**src/rtl/output_stream_buffer.sv**
```systemverilog
// Slot buffer with random read access and an ordered flush stream of the valid slots.
// Slots are written by index; a flush walks ptr upward and streams each valid slot once.
module output_stream_buffer #(
  parameter int DATA_W = 8,
  parameter int DEPTH  = 32,
  parameter int IDX_W  = $clog2(DEPTH)
) (
  input  logic              clk,
  input  logic              rst_n,
  input  logic              wr_en,
  input  logic [IDX_W-1:0]  wr_index,
  input  logic [DATA_W-1:0] wr_data,
  input  logic              rd_en,
  input  logic [IDX_W-1:0]  rd_index,
  output logic [DATA_W-1:0] rd_data,
  output logic              rd_hit,
  input  logic              clr,
  input  logic              flush_start,
  output logic              busy,
  output logic              out_valid,
  input  logic              out_ready,
  output logic [DATA_W-1:0] out_data,
  output logic [IDX_W-1:0]  out_index,
  output logic              done,
  output logic [IDX_W:0]    count,
  output logic [1:0]        dbg_state
);

  // Stream handshake: a slot transfers on a rising edge where out_valid && out_ready;
  // out_valid, out_data and out_index are held stable until that edge.

  typedef enum logic [1:0] {
    IDLE = 2'd0,
    SCAN = 2'd1,
    SEND = 2'd2,
    DONE = 2'd3
  } state_e;

  localparam logic [IDX_W-1:0] LAST = IDX_W'(DEPTH - 1);

  logic [DATA_W-1:0] mem_q [DEPTH];
  logic [DEPTH-1:0]  valid_q, valid_d;
  state_e            state_q, state_d;
  logic [IDX_W-1:0]  ptr_q, ptr_d;
  logic [IDX_W-1:0]  out_index_q, out_index_d;
  logic [DATA_W-1:0] out_data_q, out_data_d;
  logic [DATA_W-1:0] rd_data_q;
  logic              rd_hit_q;
  logic [IDX_W:0]    count_q, count_d;
  logic              wr_ok, hs, wr_new, clr_slot;

  assign wr_ok    = wr_en && !clr;
  assign hs       = (state_q == SEND) && out_ready;
  assign wr_new   = wr_ok && !valid_q[wr_index];
  // A same-cycle write to the slot being handed off keeps it valid with the new data.
  assign clr_slot = hs && !(wr_ok && (wr_index == ptr_q));

  always_comb begin
    state_d     = state_q;
    ptr_d       = ptr_q;
    out_data_d  = out_data_q;
    out_index_d = out_index_q;
    valid_d     = valid_q;
    count_d     = count_q;
    if (clr) begin
      valid_d = '0;
      count_d = '0;
      state_d = IDLE;
    end else begin
      if (clr_slot) valid_d[ptr_q] = 1'b0;
      if (wr_ok) valid_d[wr_index] = 1'b1;
      count_d = count_q + (IDX_W+1)'(wr_new) - (IDX_W+1)'(clr_slot);
      case (state_q)
        IDLE: begin
          if (flush_start) begin
            ptr_d   = '0;
            state_d = SCAN;
          end
        end
        SCAN: begin
          if (valid_q[ptr_q]) begin
            out_data_d  = mem_q[ptr_q];
            out_index_d = ptr_q;
            state_d     = SEND;
          end else if (ptr_q == LAST) begin
            state_d = DONE;
          end else begin
            ptr_d = ptr_q + IDX_W'(1);
          end
        end
        SEND: begin
          if (out_ready) begin
            if (ptr_q == LAST) begin
              state_d = DONE;
            end else begin
              ptr_d   = ptr_q + IDX_W'(1);
              state_d = SCAN;
            end
          end
        end
        DONE:    state_d = IDLE;
        default: state_d = IDLE;
      endcase
    end
  end

  always_ff @(posedge clk) begin
    if (!rst_n) begin
      state_q     <= IDLE;
      ptr_q       <= '0;
      out_data_q  <= '0;
      out_index_q <= '0;
      valid_q     <= '0;
      count_q     <= '0;
    end else begin
      state_q     <= state_d;
      ptr_q       <= ptr_d;
      out_data_q  <= out_data_d;
      out_index_q <= out_index_d;
      valid_q     <= valid_d;
      count_q     <= count_d;
    end
  end

  // Slot data is never reset; the valid bits alone decide what is visible.
  always_ff @(posedge clk) begin
    if (wr_ok) mem_q[wr_index] <= wr_data;
  end

  always_ff @(posedge clk) begin
    if (!rst_n) begin
      rd_data_q <= '0;
      rd_hit_q  <= 1'b0;
    end else if (rd_en) begin
      rd_data_q <= valid_q[rd_index] ? mem_q[rd_index] : '0;
      rd_hit_q  <= valid_q[rd_index];
    end
  end

  assign rd_data   = rd_data_q;
  assign rd_hit    = rd_hit_q;
  assign busy      = (state_q == SCAN) || (state_q == SEND);
  assign out_valid = (state_q == SEND);
  assign out_data  = out_data_q;
  assign out_index = out_index_q;
  assign done      = (state_q == DONE);
  assign count     = count_q;
  assign dbg_state = state_q;

endmodule

```
**config.mk**
```make
export PLATFORM = sky130hd
export DESIGN_NAME = output_stream_buffer
export DESIGN_NICKNAME = d
export VERILOG_FILES = /design/src/rtl/output_stream_buffer.sv
export SDC_FILE = /design/constraint.sdc
export NUM_CORES = 1
export LEC_CHECK = 0
export CORE_ASPECT_RATIO = 0.6
export CORE_MARGIN = 8
export CORE_UTILIZATION = 50
export CTS_BUF_LIST = sky130_fd_sc_hd__clkbuf_4 sky130_fd_sc_hd__clkbuf_8 sky130_fd_sc_hd__clkbuf_16
export DETAILED_ROUTE_END_ITERATION = 8
export PLACE_DENSITY = 0.67
export SETUP_SLACK_MARGIN = 0.5
export SLEW_MARGIN = 5
export SYNTH_ARGS = -nofsm -noshare
export SYNTH_HDL_FRONTEND = slang
export SYNTH_SLANG_ARGS = --single-unit
```
**constraint.sdc**
```tcl
create_clock -name clk -period 5.7 [get_ports clk]
set_clock_uncertainty 0.1 [all_clocks]
set_input_delay 1.425 -clock clk [delete_from_list [all_inputs] [get_ports clk]]
set_output_delay 1.425 -clock clk [all_outputs]
set_load 0.05 [all_outputs]
```
== Word-level counts from Yosys, hierarchy flattened ==
Memory sizes are Yosys's and may differ from the RTL's. A register that Yosys moved wholly into a read port is not among the register bits.
Index checks and enable logic that the tools add are counted.
Storage, ports and cells
  bits in registers: 59
  bits in writable memories: 256
  input port bits: 25
  output and inout port bits: 33
  word-level logic and storage cells: 75
  memories: 1
Memory list
  mem_q: words 32, bits a word 8, read ports 2, clocked after memory_dff 1, write ports 1, RTL line 41  | logic [DATA_W-1:0] mem_q [DEPTH];
Cells by class
  add/sub/neg operators: 3
  $lt $le $gt $ge: 5
  eq/ne operators: 9
  multiplexer cells: 27
  bitwise gates (word level): 5
  reduce and logical (&&, ||, !) cells: 18
Operator list (number)
  32-bit 2-to-1 mux: 3
  32-bit AND: 1
  32-bit inverter: 1
  32-bit bitwise OR: 1
  5-bit 2-to-1 mux: 4
  5-bit by 6-bit less-than comparator with 1-bit output (second input constant): 3
  1-bit binary-select mux with 5-bit select: 3
  5-bit one-hot mux with 3 select lines: 1
  1-bit demux with 5-bit select: 2
  5-bit by 1-bit >= comparator with 1-bit output (second input constant): 2
  2-bit 2-to-1 mux: 5
  8-bit 2-to-1 mux: 1
  2-bit one-hot mux with 4 select lines: 1
  1-bit logical AND: 7
  1-bit 2-to-1 mux: 7
  6-bit by 1-bit adder with 6-bit output: 1
  3-bit AND reduction: 2
  6-bit by 1-bit subtractor with 6-bit output: 1
  5-bit by 1-bit adder with 5-bit output (second input constant): 1
  5-bit equality test: 1
  5-bit equality test (second input constant): 1
  5-bit AND reduction: 1
  2-bit equality test (second input constant): 2
  1-bit logical NOT: 4
  other kinds (9): 11

== Longest topological paths before layout ==
Gate-level depths: netlist of the first run.
  depth after elaboration: 10
  depth in mapped cells: 15
  depth with buffers taken out: 14

== Worst setup path before layout of the first run ==
OpenSTA, ideal clock, no wires.
  path type: input -> register
  from: in wr_index[0]
  to: reg count_q[4] (netlist: count[4])
  library setup time: 128 ps
  arrival: 4146 ps
  required time: 5472 ps
  path slack: 1326 ps
  stages: 14
  path buffers: 1
  path through: buf_2 > mux4_2 > mux4_2 > o21ai_0 > nand2_1 > ha_1 > inv_1 > ha_1 > fa_1 > a21oi_1 > nor2_1 > nor2_1 > xor2_1 > nor2_1
Between the ends
  cells in the longest elaborated chain, start to end: 6
  elaborated cells between the ends (all ways): 10
  those cells by class: 2 x add/sub; 1 x eq/ne; 2 x mux; 5 x reduce/logical
RTL lines
  start, declared: RTL line 11  | input logic [IDX_W-1:0] wr_index,
  1-bit binary-select mux with 5-bit select: RTL line 54  | assign wr_new = wr_ok && !valid_q[wr_index];
  1-bit 2-to-1 mux (not written as such): RTL line 54
  1-bit logical NOT: RTL line 54
  1-bit logical AND: RTL line 54
  6-bit by 1-bit adder with 6-bit output: RTL line 72  | count_d = count_q + (IDX_W+1)'(wr_new) - (IDX_W+1)'(clr_slot);
  6-bit by 1-bit subtractor with 6-bit output *: RTL line 72
  end signal, assigned: RTL line 121  | count_q <= count_d;
  end, declared: RTL line 49  | logic [IDX_W:0] count_q, count_d;
Mark *: on every way between the ends. The rest lies on a longest branch, timed or not. The select of a mux whose other input is x is not followed.
A chain may end at the register's enable or synchronous reset.

== Final worst setup path of the first run ==
Ends and elaborated chain as after synthesis.

==> results of run 1 <==
tightest hold or removal path, cell delays in order, from the launching register on:
cell,delay [ps]
dfxtp_1,310
nand2_1,50
o21ai_1,50
sequential cells by signal (all words and copies together), names as in the netlist:
name,flops
out_index,5
rd_hit,1
rd_data,8
mem_q,256
dbg_state,2
out_data,8
valid_q,32
ptr_q,5
count,6
through the flow:
step,total power [mW],setup WS [ps],instances
floorplan,2.82,1330,1080
global placement,2.96,558,1503
detailed placement,2.96,508,1503
CTS,4.91,1090,1559
global route,5.02,869,1559
finish,4.90,1120,1559
cell usage in the layout (no fill, tap or decap), types with 6 or more instances in the layout:
master           instances
o21ai_1                 10
buf_4                   25
nor3b_1                  6
dfxtp_1                 65
and3b_1                  7
clkbuf_4                11
nor2_1                  20
edfxtp_1               256
nand4_1                 20
o21ai_0                 37
nand2b_1                 7
o21ai_2                  6
mux2_2                  60
mux2i_1                 29
o22ai_1                 31
nand3_2                  6
and2_1                   7
a32o_1                   8
nand2_1                 65
or3_1                   14
mux4_2                 110
a22oi_1                 52
inv_1                   49
nand3_1                 16
clkbuf_16               31
clkinv_2                 8
xor2_1                   6
ha_1                    16
a21oi_1                 40
clkdlybuf4s50_1         55
report_power, final:
part | internal (mW) | leakage, nW | switching, mW
logic | 0.131 | 2.52 | 0.217
clock network | 1.10 | 0.496 | 0.881
registers | 2.56 | 2.84 | 0.0152
per-layer routing:
layer / vias up / global-route usage / wire length, um
li1: 4396 / - / -
met1: 5258 / 0.372 / 20100
met2: 644 / 0.334 / 19500
met3: 62 / 0.0884 / 6700
met4: 2 / 0.0478 / 848
met5: - / 0 / 13
worst paths after layout:
| kind | from | slack, ps | endpoint |
|---|---|---|---|
| max reg2reg | ptr_q[1] | 2270 | dbg_state[1] |
| max | wr_index[0] | 1120 | count[4] |
| min | out_index[3] | 350 | out_index[3] |
| min reg2reg | out_index[3] | 350 | out_index[3] |
final cells by class:
class	count	share of cell area
Clock inverter	10	0.00268
Timing Repair Buffer	82	0.0430
Tap cell	416	0.0293
Inverter	49	0.0104
Sequential cell	323	0.509
Multi-Input combinational cell	633	0.354
Clock buffer	46	0.0514
kinds of logic after synthesis:
kind of cell	count (synthesis)	share of synthesized area
flops	323	0.569
fa+ha+maj	17	0.0139
compound gates	205	0.0863
mux	199	0.217
buf+inv	124	0.0337
xor+xnor	10	0.00552
simple gates	202	0.0740
==> flow_summary.json, run 1 <==
{
  "outcome": "completed",
  "antenna_found_initial": 2,
  "fin_util": 0.569,
  "num_io_pins": 58,
  "dpl.hpwl_um": 33000,
  "placementRows": 50,
  "end_kind": "register",
  "grt_pass1_wl_um": 68900,
  "fin_tns_setup_ps": 0,
  "cts_buffer_depth": 3,
  "synth_most_common_cell": "edfxtp_1",
  "p_leak_nw": 5.86,
  "synthesis.nets": 1122,
  "hp-class": "reg2reg",
  "final-max-slew-violation-count": 0,
  "crit_type": "in2reg",
  "path_common_cell": "nor2_1",
  "startpoint_type": "input port",
  "tightest_slew_ps": 1250,
  "synth_seq_cells": 323,
  "track_usage": 0.245,
  "yosys.area.top_type": "edfxtp_1",
  "coreArea_mm2": 0.0312,
  "die_w_um": 246,
  "period_share": 0.804,
  "synth-seq-area-share": 0.569,
  "synth_ff_type": "edfxtp_1",
  "synth_commonest_cells": "edfxtp_1, mux4_2, dfxtp_1, nand2_1, mux2_2",
  "die_height_um": 154,
  "arrival_ps": 4930,
  "drtIter0Drc": 1653,
  "cts.clk_slew.worst_paths_ps": 60,
  "area_growth_pct": 12.0,
  "vdd_ir_drop_max_uv": 275,
  "synth_warnings": 0,
  "avgSynthCellArea_um2": 14.7,
  "fin_crit_ps": 4580,
  "fill_cells": 2452,
  "final_cell_area_mm2": 0.0178,
  "cts_hold_buf": 0,
  "port_buffers": 57,
  "grt_max_degree": 45,
  "fmax_ghz": 0.218,
  "first_global_vias": 9966,
  "cp_slowest_stage_delay_ps": 760,
  "final-hold-violation-count": 0,
  "crit_required_ps": 6040,
  "antenna_cells": 0,
  "viasPerCell": 6.65,
  "hold_depth": 2,
  "cp_num_cells": 14,
  "worst_path_max_delay_cell": "clkdlybuf4s50_1",
  "post_cts_resized": 0,
  "post_cts_buffers": 0,
  "grt.overflow.total": 0,
  "fin_nets": 1161,
  "crit_chain": "clkdlybuf4s50_1 > mux4_2 > mux4_2 > o21ai_0 > nand2_1 > ha_1 > inv_1 > ha_1 > fa_1 > a21oi_1 > nor2_1 > nor2_1 > xor2_1 > nor2_1",
  "register_area_mm2": 0.00904,
  "cp_top_family": "multiplexers",
  "num_vias": 10362,
  "dieArea_mm2": 0.0379,
  "totalWireLength_um": 47200,
  "clk_latency_ps": 570,
  "slew-limit-headroom": 0.163,
  "place.gp.congestion": 1.02,
  "yosysTopAreaCellShare": 0.485,
  "path_max_fanout": 7,
  "maxCapViolCount": 0,
  "drc_errors": 0,
  "powerDensity_mw_per_mm2": 276,
  "synth_edf_count": 256,
  "routedWlPerCell_um": 30.3,
  "start_util": 0.508,
  "place_area_mm2": 0.0168,
  "syn_inst": 1080,
  "rsz0062_at_grt": "false",
  "synth_area_mm2": 0.0159,
  "async_flop_share": 0,
  "htree_levels": 1,
  "cp.buffers_inverters": 2,
  "r2r.worst_path.cells": 8,
  "cts_inserted_buffers": 30,
  "holdWs_ps": 347,
  "synth_area_leaders": "edfxtp_1, mux4_2, dfxtp_1",
  "setup_violations": 0,
  "multiInputGateArea_mm2": 0.00629,
  "first_pass_iters": 5,
  "antenna_left": 0,
  "synth_cell_type_count": 64,
  "cts_tree": "yes",
  "cts_sinks": 323,
  "root_buffer": "clkbuf_16",
  "drive_above_1_share": 0.245
}
Power figures use the tool's default switching activity.
==> inputs of run 2 (changes only) <==
- PLACE_DENSITY: 0.67 -> 0.7
- clock period: 5.7 -> 3.8 ns (I/O delays scaled with it)
==> flow_summary.json, run 2 (synthesis results as in run 1) <==
{
  "dieArea_mm2": 0.0379,
  "cts_hold_buf": 0,
  "fin_nets": 1192,
  "drive_above_1_share": 0.274,
  "finalPower_mw": 7.43,
  "cp.buffers_inverters": 3,
  "register_area_mm2": 0.00904,
  "port_buffers": 57,
  "clk_latency_ps": 570,
  "holdWs_ps": 346,
  "grt_max_degree": 47,
  "rsz0062_at_grt": "true",
  "top_register": "mem_q",
  "p_leak_nw": 6.04,
  "dpl.hpwl_um": 32500,
  "cts_sinks": 323,
  "cp_slowest_stage_delay_ps": 510,
  "fin_util": 0.580,
  "fin_crit_ps": 3320,
  "cts_tree": "yes",
  "num_vias": 10486,
  "period_share": 0.873,
  "area_growth_pct": 14.3,
  "totalWireLength_um": 45600,
  "final-hold-violation-count": 0,
  "top_layer": "met5",
  "antenna_cells": 0,
  "grt_pass1_wl_um": 66600,
  "powerDensity_mw_per_mm2": 410,
  "die_height_um": 154,
  "final_cell_area_mm2": 0.0181,
  "viasPerCell": 6.60,
  "largest_reg_flops": 256,
  "fin_tns_setup_ps": 0,
  "outcome": "completed",
  "final_common_cell": "edfxtp_1",
  "drc_errors": 0,
  "place_ws_ps": -588,
  "cts_inserted_buffers": 30,
  "slew-limit-headroom": 0.208,
  "grt.overflow.total": 0,
  "path_max_fanout": 6,
  "mostFrequentLayoutCells": "edfxtp_1, mux4_2, dfxtp_1, nand2_1, mux2_2",
  "cp_top_family": "multiplexers",
  "drtIter0Drc": 1410,
  "crit_chain": "buf_6 > buf_8 > mux4_2 > mux4_2 > o21ai_2 > nand2_2 > ha_4 > inv_2 > ha_4 > fa_2 > a21oi_2 > nor2_1 > nor2_1 > xor2_1 > nor2_1",
  "routedWlPerCell_um": 28.7,
  "start_util": 0.508,
  "cts.clk_slew.worst_paths_ps": 60,
  "tightest_slew_ps": 1190,
  "setup_violations": 0,
  "crit_required_ps": 4150,
  "wl_met2_um": 18400,
  "fill_cells": 2455,
  "fmax_ghz": 0.302,
  "first_global_vias": 9894,
  "crit_type": "in2reg",
  "die_w_um": 246,
  "dp_cells": 1531,
  "track_usage": 0.236,
  "root_buffer": "clkbuf_16",
  "hp-class": "reg2reg",
  "num_io_pins": 58,
  "cts_buffer_depth": 3,
  "arrival_ps": 3660,
  "htree_levels": 1,
  "worst_path_max_delay_cell": "mux4_2",
  "path_common_cell": "nor2_1",
  "setup_ws_ps": 483,
  "antenna_found_initial": 1,
  "antenna_left": 0,
  "final-max-slew-violation-count": 0,
  "vdd_ir_drop_max_uv": 332,
  "startpoint_type": "input port",
  "maxCapViolCount": 0,
  "coreArea_mm2": 0.0312,
  "first_pass_iters": 6,
  "final_cell_count_no_fill": 1588,
  "top_regs": "mem_q (256), valid_q (32)",
  "wl_met3_um": 6520,
  "place_area_mm2": 0.0171,
  "multiInputGateArea_mm2": 0.00635,
  "place.gp.congestion": 0.987,
  "drt-met1-wl_um": 19800,
  "end_kind": "register",
  "placementRows": 50
}
[run 2: layer usage]
| layer | GRT usage | up-vias |
|---|---|---|
| met5 | 0 | - |
| met4 | 0.0394 | 2 |
| met3 | 0.0908 | 76 |
| met2 | 0.315 | 631 |
| met1 | 0.363 | 5325 |
| li1 | - | 4452 |
[run 2: path summary, 6_finish.rpt]
check / from / end / slack (ps) / depth (start not counted)
hold reg to reg: out_index[1] / out_index[1] / 350 / 2
setup reg to reg: valid_q[2] / count[4] / 720 / 13
setup / recovery: wr_index[0] / count[4] / 480 / 15
hold / removal: out_index[1] / out_index[1] / 350 / 2
[run 2: area by class of cell]
cell class,count,area share
multi-input cells,633,0.351
clock inverters,10,0.00546
flip-flops and latches,323,0.499
clock buffers,44,0.0486
repair buffers,113,0.0578
inverters,49,0.0102
well taps,416,0.0287
[run 2: repair_timing]
item / 4_1_cts / 5_1_grt
pin swaps: 11 / 12
gates resized for setup: 13 / 11
setup endpoints to repair: 6 / 6
buffers inserted: 3 / 0
[run 2: worst min-delay path, cell delays in order (launching register included)]
cell	delay [ps]
dfxtp_1	310
nand2_1	50
o21ai_1	50
[run 2: report_power, final]
| group | total, mW | internal (mW) | switching, mW |
|---|---|---|---|
| Combinational | 0.549 | 0.217 | 0.333 |
| Clock | 3.03 | 1.73 | 1.30 |
| Sequential | 3.85 | 3.83 | 0.0205 |
==> inputs of run 3 (changes only) <==
- CORE_UTILIZATION: 50 -> 53
- PLACE_DENSITY: 0.7 -> 0.73
==> flow_summary.json, run 3 (synthesis results as in run 1) <==
{
  "slew-limit-headroom": 0.247,
  "powerDensity_mw_per_mm2": 416,
  "cts_hold_buf": 0,
  "first_global_vias": 10324,
  "antenna_cells": 0,
  "root_buffer": "clkbuf_16",
  "setup_ws_ps": 461,
  "cp_slowest_stage_delay_ps": 510,
  "place_area_mm2": 0.0171,
  "grt_max_degree": 69,
  "antenna_left": 0,
  "cts_tree": "yes",
  "cts_buffer_depth": 3,
  "wl_met3_um": 7930,
  "coreArea_mm2": 0.0297,
  "top_register": "mem_q",
  "place.gp.congestion": 0.975,
  "cts_sinks": 323,
  "end_kind": "register",
  "dieArea_mm2": 0.0359,
  "num_io_pins": 58,
  "drive_above_1_share": 0.273,
  "viasPerCell": 6.73,
  "final_common_cell": "edfxtp_1",
  "crit_chain": "buf_6 > buf_8 > mux4_2 > mux4_2 > o21ai_2 > nand2_1 > ha_1 > inv_2 > ha_4 > fa_2 > a21oi_2 > nor2_1 > nor2_1 > xor2_1 > nor2_1",
  "period_share": 0.879,
  "outcome": "completed",
  "final-max-slew-violation-count": 0,
  "drc_errors": 0,
  "fmax_ghz": 0.299,
  "start_util": 0.534,
  "grt_pass1_wl_um": 69000,
  "startpoint": "wr_index[0]",
  "startpoint_type": "input port",
  "cp-endpoint": "count[4]",
  "fin_crit_ps": 3340,
  "rsz0062_at_grt": "true",
  "num_vias": 10660,
  "largest_reg_flops": 256,
  "grt.overflow.total": 0,
  "worst_path_max_delay_cell": "mux4_2",
  "htree_levels": 1,
  "cts_inserted_buffers": 30,
  "antenna_found_initial": 3,
  "r2r-end": "count[4]",
  "routedWlPerCell_um": 29.5,
  "top_regs": "mem_q (256), valid_q (32)",
  "vdd_ir_drop_max_uv": 362,
  "die_w_um": 239,
  "r2r_start": "valid_q[6]",
  "area_growth_pct": 14.5,
  "rrSetupSlack_ps": 650,
  "place_ws_ps": -575,
  "arrival_ps": 3700,
  "setup_violations": 0,
  "crit_required_ps": 4160,
  "first_pass_iters": 7,
  "cts.clk_slew.worst_paths_ps": 60,
  "wl_met2_um": 19000,
  "path_common_cell": "nor2_1",
  "clk_latency_ps": 580,
  "finalPower_mw": 7.56,
  "top_layer": "met5",
  "crit_type": "in2reg",
  "drt-met1-wl_um": 19100,
  "path_max_fanout": 6,
  "track_usage": 0.260,
  "dpl.hpwl_um": 32400,
  "mostFrequentLayoutCells": "edfxtp_1, mux4_2, nand2_1, dfxtp_1, mux2_2",
  "p_leak_nw": 6.06,
  "die_height_um": 150,
  "hp-class": "reg2reg",
  "placementRows": 49,
  "final-hold-violation-count": 0,
  "drtIter0Drc": 1582,
  "totalWireLength_um": 46600,
  "r2r.worst_path.cells": 13,
  "fin_nets": 1193,
  "maxCapViolCount": 0,
  "fill_cells": 2265,
  "port_buffers": 57,
  "tightest_slew_ps": 1130,
  "fin_tns_setup_ps": 0,
  "final_cell_area_mm2": 0.0182
}
## run 3: metal layers
| layer | track usage | vias to the layer above |
|---|---|---|
| met5 | 0 | - |
| li1 | - | 4449 |
| met3 | 0.124 | 63 |
| met1 | 0.385 | 5397 |
| met2 | 0.350 | 747 |
| met4 | 0.0395 | 4 |
## run 3: area by class of cell
type                       instances  area (um^2)  share of cell area
tap                              408          510              0.0281
timing repair buffer             114         1080              0.0597
multi-input combinational        633         6320               0.348
clock buffer                      41          863              0.0475
clock inverter                    15          163             0.00896
inverter                          49          184              0.0101
sequential                       323         9040               0.498
## run 3: stage by stage
stage | utilization | hold slack (ps) | cells
after global routing | 0.612 | 362 | 1583
after global placement | 0.576 | 335 | 1524
after floorplan | - | 370 | 1080
after CTS | 0.611 | 349 | 1583
final | 0.612 | 346 | 1583
after detailed placement | 0.576 | 340 | 1524
## run 3: how the worst min path moves through the flow
stage	startpoint	to	cells past startpoint
after floorplan	valid_q[26]	valid_q[26]	2
after global placement	out_index[0]	out_index[0]	2
after detailed placement	out_index[2]	out_index[2]	2
after CTS	out_index[2]	out_index[2]	2
after global routing	out_data[5]	out_data[5]	2
final	out_index[2]	out_index[2]	2
## run 3: what timing repair did
item / CTS / global route
endpoints found under the setup margin: 6 / 6
buffers inserted: 3 / 0
pin swaps: 12 / 9
gates resized for setup: 9 / 7
## run 3: worst max-delay path, delay by kind of cell
family          cells  cell delay, ps
xor+xnor            1             150
compound gates      2             260
mux                 2            1000
simple gates        4             280
fa+ha+maj           3             820
buf+inv             3             220
## run 3: power breakdown
part	total, mW	switching (mW)	internal [mW]	leakage [nW]
sequential	3.85	0.0214	3.83	2.84
clock	3.17	1.36	1.80	0.504
combinational	0.543	0.324	0.219	2.72
total	7.56	1.71	5.85	6.06
